`src/rtl/mem_stage_mc.sv`:
```
// Multi-cycle MEM stage: one load/store at a time, held request on a variable-latency data port.
// Latency: accept cycle + ACCESS until mem_resp + one DONE cycle (stall high N+2 cycles).
// Backpressure: stall freezes upstream while an access is outstanding; DONE never accepts a new entry.
module mem_stage_mc #(
  parameter int DATA_W = 32,
  parameter int ADDR_W = 32,
  parameter int BYTES  = DATA_W/8,
  parameter int LANE_W = $clog2(BYTES)
) (
  input  logic              clk,
  input  logic              rst,
  input  logic              req_valid,
  input  logic              req_read,
  input  logic              req_write,
  input  logic [2:0]        req_funct3,
  input  logic [ADDR_W-1:0] req_addr,
  input  logic [DATA_W-1:0] req_wdata,
  output logic [ADDR_W-1:0] mem_addr,
  output logic              mem_read,
  output logic              mem_write,
  output logic [DATA_W-1:0] mem_wdata,
  output logic [BYTES-1:0]  mem_byte_enable,
  input  logic              mem_resp,
  input  logic [DATA_W-1:0] mem_rdata,
  output logic              stall,
  output logic [DATA_W-1:0] ld_data,
  output logic              ld_valid,
  output logic              req_err
);

  typedef enum logic [1:0] {IDLE, ACCESS, DONE} state_t;

  state_t state, state_nx;

  logic [1:0]        sz;
  logic [LANE_W-1:0] lane;
  logic              mem_op;
  logic              bad_size;
  logic              bad_align;
  logic              illegal;
  logic              accept;
  logic [2:0]        align_mask;
  logic [7:0]        be_base;
  logic [BYTES-1:0]  be_c;
  logic [DATA_W-1:0] wdata_c;

  logic [ADDR_W-1:0] addr_q;
  logic [LANE_W-1:0] lane_q;
  logic [2:0]        f3_q;
  logic              rd_q;
  logic              wr_q;
  logic [DATA_W-1:0] wdata_q;
  logic [BYTES-1:0]  be_q;
  logic [DATA_W-1:0] ld_data_q;
  logic              err_q;

  logic [DATA_W-1:0] rdata_sh;
  logic [DATA_W-1:0] ld_ext;

  assign sz     = req_funct3[1:0];
  assign lane   = req_addr[LANE_W-1:0];
  assign mem_op = req_read | req_write;

  // Decode legality, alignment and the lane mask of the incoming request.
  always_comb begin
    bad_size = 1'b0;
    if (req_read && !req_write) begin
      if (req_funct3 == 3'b111) bad_size = 1'b1;
      if ((DATA_W == 32) && ((req_funct3 == 3'b110) || (sz == 2'd3))) bad_size = 1'b1;
    end else if (req_write && !req_read) begin
      if (req_funct3[2] || ((DATA_W == 32) && (sz == 2'd3))) bad_size = 1'b1;
    end

    case (sz)
      2'd0:    begin align_mask = 3'b000; be_base = 8'h01; end
      2'd1:    begin align_mask = 3'b001; be_base = 8'h03; end
      2'd2:    begin align_mask = 3'b011; be_base = 8'h0F; end
      default: begin align_mask = 3'b111; be_base = 8'hFF; end
    endcase

    bad_align = |(req_addr[2:0] & align_mask);
    // Read and write together is never a valid op, whatever funct3 says.
    illegal   = bad_size | bad_align | (req_read & req_write);
    be_c      = BYTES'(be_base) << lane;
    wdata_c   = req_wdata << {lane, 3'b000};
  end

  // State register.
  always_ff @(posedge clk) begin
    if (rst) state <= IDLE;
    else     state <= state_nx;
  end

  // Next state, upstream stall and accept strobe.
  always_comb begin
    state_nx = state;
    stall    = 1'b0;
    accept   = 1'b0;
    case (state)
      IDLE: begin
        if (req_valid && mem_op && !illegal) begin
          accept   = 1'b1;
          stall    = 1'b1;
          state_nx = ACCESS;
        end
      end
      ACCESS: begin
        stall = 1'b1;
        if (mem_resp) state_nx = DONE;
      end
      DONE:    state_nx = IDLE;
      default: state_nx = IDLE;
    endcase
  end

  // Latch the request so the memory port stays stable for the whole access.
  always_ff @(posedge clk) begin
    if (rst) begin
      addr_q  <= '0;
      lane_q  <= '0;
      f3_q    <= '0;
      rd_q    <= 1'b0;
      wr_q    <= 1'b0;
      wdata_q <= '0;
      be_q    <= '0;
    end else if (accept) begin
      addr_q  <= {req_addr[ADDR_W-1:LANE_W], {LANE_W{1'b0}}};
      lane_q  <= lane;
      f3_q    <= req_funct3;
      rd_q    <= req_read;
      wr_q    <= req_write;
      wdata_q <= wdata_c;
      be_q    <= be_c;
    end
  end

  // Align the returned beat to bit 0 and extend per the load flavour.
  always_comb begin
    rdata_sh = mem_rdata >> {lane_q, 3'b000};
    case (f3_q)
      3'b000:  ld_ext = DATA_W'($signed(rdata_sh[7:0]));
      3'b001:  ld_ext = DATA_W'($signed(rdata_sh[15:0]));
      3'b010:  ld_ext = DATA_W'($signed(rdata_sh[31:0]));
      3'b100:  ld_ext = DATA_W'(rdata_sh[7:0]);
      3'b101:  ld_ext = DATA_W'(rdata_sh[15:0]);
      3'b110:  ld_ext = DATA_W'(rdata_sh[31:0]);
      default: ld_ext = rdata_sh;
    endcase
  end

  // Load result is captured on the response and held until the next load completes.
  always_ff @(posedge clk) begin
    if (rst)                                      ld_data_q <= '0;
    else if ((state == ACCESS) && mem_resp && rd_q) ld_data_q <= ld_ext;
  end

  // Rejected requests report one cycle after they are presented.
  always_ff @(posedge clk) begin
    if (rst) err_q <= 1'b0;
    else     err_q <= (state == IDLE) && req_valid && mem_op && illegal;
  end

  assign mem_addr        = addr_q;
  assign mem_read        = (state == ACCESS) && rd_q;
  assign mem_write       = (state == ACCESS) && wr_q;
  assign mem_wdata       = wdata_q;
  assign mem_byte_enable = be_q;
  assign ld_data         = ld_data_q;
  assign ld_valid        = (state == DONE) && rd_q;
  assign req_err         = err_q;

endmodule

```
`config.mk`:
```
export PLATFORM = sky130hd
export DESIGN_NAME = mem_stage_mc
export DESIGN_NICKNAME = d
export VERILOG_FILES = /design/src/rtl/mem_stage_mc.sv
export SDC_FILE = /design/constraint.sdc
export NUM_CORES = 1
export LEC_CHECK = 0
export ABC_CLOCK_PERIOD_IN_PS = 2900
export CORE_UTILIZATION = 47
export DETAILED_ROUTE_END_ITERATION = 6
export MAX_ROUTING_LAYER = met4
export PLACE_DENSITY = 0.87
export SYNTH_ARGS = -nofsm -noshare
export SYNTH_HDL_FRONTEND = slang
export SYNTH_SLANG_ARGS = --single-unit
```
`constraint.sdc`:
```
create_clock -name clk -period 2.9 [get_ports clk]
set_input_delay 0.435 -clock clk [delete_from_list [all_inputs] [get_ports clk]]
set_output_delay 0.435 -clock clk [all_outputs]
set_load 0.1 [all_outputs]
```
==> flow_summary.toml <==
[drt]
vias = 5270
drt_pre_antenna_iters = 5
drtAntennaViolNets = 0
via_per_inst = 5.73
drt_iter0_markers = 366
wirelength_mm = 15.8
post_drt_wl_per_cell_um = 17.2
drc_errors = 0

[place]
io_buffers = 207
place_congestion = 0.919
dp.cells = 903
hpwlAfterDp_mm = 11.5

[pwr]
power_uw = 3170
ir_worst_vdd_v = 0.000351
p_per_area_nw_per_um2 = 445
p_leak_uw = 0.00276

[timing]
fin_skew_ns = 0.0101
fin_tns_setup_ns = 0
period_needed_ns = 2.72
rsz0062_at_grt = "no"
slew_headroom_pct = 60.0
fmax_ghz = 0.367
setup_viol = 0
drv_slew = 0
tightest_slew_ns = 0.599
final_hold_viol_count = 0
finalCritPeriodShare_pct = 93.9
hold_ws_ns = 0.464

[worst_setup_path]
cp.arrival_ns = 2.29
cp-end-kind = "output port"
path_class = "input port to output port"
path_cells = "clkdlybuf4s50_1 -> o31ai_2 -> o211ai_4 -> nor2_2 -> or2_2 -> buf_12"
required_ns = 2.47
crit_slowest_cell = "clkdlybuf4s50_1"
slowest_delay_ns = 0.62
start_kind = "input port"
cp_max_fo = 23

[final_layout]
drive_gt1_share_pct = 20.1
fin_cells = 919
nets = 883
antenna_cells = 0
fin_util_pct = 68.2
area_delta_synth_final_pct = 39.2

[logic_synthesis]
synth_top_area_cell = "dfxtp_1"
synth.distinct_cells = 42
yosysMostFrequentCell = "dfxtp_1"
async_reset_ff_share_pct = 0
synth_flop_cell = "dfxtp_1"
yosys_warnings = 0
avgSynthCellArea_sq_um = 8.43
ys_seq_elements = 108
synth_area_leaders = "dfxtp_1 (42%), a21oi_1 (10%), mux2i_1 (9.2%)"
ys_top_cells_by_count = "dfxtp_1 (108), a21oi_1 (104), o21ai_0 (66), mux2i_1 (47), nand3_1 (45)"
synthCells = 608
synth-edff-count = 0
yosysSeqAreaShare_pct = 42.2
netlist_area_sq_um = 5120
synth_top_area_share_pct = 42.2

[global_routing]
antenna_found_initial = 0
grt_pass1_vias = 4935
grt_start_max_net_pins = 66
grt_pass1_wl_mm = 24.4
grt_usage_pct = 27.7
grt-ovfl-total = 0

[floorplanning]
die_x_um = 106
start_util_pct = 49.0
die-area_sq_um = 11300
row_count = 37
io_pins = 210
die_h_um = 106
core-area_sq_um = 10500

[run_status]
outcome = "completed"

[clock_tree]
cts_buffer_depth = 2
htree_levels = 3
cts_tree = "yes"
post_cts_resized = 0
cts_root_buf = "clkbuf_8"
clkLatencyLatePin_ns = 0.35
cts_sinks = 108
numCtsBuffers = 9
clkTransAtPathRegs_ns = 0.09
postCtsSetupRepairBufs = 0
cts_hold_buf = 0

[flow_run]
maxCapViolCount = 0

[min_path]
hold_path.class = "flop to flop"
==> critical path, delay by kind of cell <==
family,cells,cell delay (ns)
and+or+nand+nor,2,0.40
AOI/OAI and AO/OA,2,0.65
buffers and inverters,2,0.79
==> report_power, final <==
group          switching, uW  internal (uW)
clock network            528            318
registers               22.5           1520
logic                    513            274
total                   1060           2110
==> worst paths after layout <==
| check | start | depth (start not counted) | to | slack [ns] |
|---|---|---|---|---|
| worst max-delay path | req_funct3[0] | 6 | stall | 0.18 |
| worst min-delay path | ld_data[7] | 2 | ld_data[7] | 0.46 |
| worst max register to register | lane_q[1] | 4 | ld_data[26] | 0.86 |
| worst min register to register | ld_data[7] | 2 | ld_data[7] | 0.46 |
==> flip-flops by register name, summed over array words and instances (netlist names) <==
signal           count
mem_wdata           32
wr_q                 1
req_err              1
f3_q                 3
mem_byte_enable      4
state                2
ld_data             32
rd_q                 1
mem_addr            30
lane_q               2
==> cell type report <==
class                           count  area [sq um]
Multi-Input combinational cell    433          2650
Fill cell                         854          3330
Inverter                            2          7.51
Clock inverter                      7          48.8
Sequential cell                   108          2160
Clock buffer                        9           124
Timing Repair Buffer              224          1970
Tap cell                          136           170
==> per-stage QoR <==
stage | worst slack [ns] | area (sq um)
after detailed placement | 0.168 | 6960
after floorplan | 0.693 | 5130
after global placement | 0.219 | 6960
after CTS | 0.181 | 7130
after global routing | 0.102 | 7130
final | 0.177 | 7130
==> routing by layer <==
| layer | up-vias | wire [um] | share of wire (%) | GRT usage [%] |
|---|---|---|---|---|
| met4 | 0 | 306 | 1.9 | 9.49 |
| met3 | 25 | 1280 | 8.1 | 6.01 |
| li1 | 2544 | - | - | - |
| met2 | 232 | 7870 | 50 | 46.1 |
| met1 | 2469 | 6380 | 40 | 33.3 |
| met5 | - | 0 | 0 | - |
==> cell usage in the layout (no fill, tap or decap), drive strengths merged, types with 5 or more instances in the layout <==
master / instances
mux2i: 47
a211oi: 25
clkbuf: 9
mux2: 8
nor3: 11
nor2: 38
nand4: 8
nor2b: 5
o21ai: 66
a21oi: 104
nand3: 45
nand2: 27
or4: 10
buf: 121
clkdlybuf4s50: 103
inv: 5
dfxtp: 108
o211ai: 11
o2bb2ai: 7
==> cells by family after synthesis <==
group,share of synthesized area (%)
compound gates,25.3
buf+inv,6.45
simple gates,14.6
mux,11.4
other cells,0.0732
flops,42.2
Note: power is estimated with default switching activity, not from simulation.
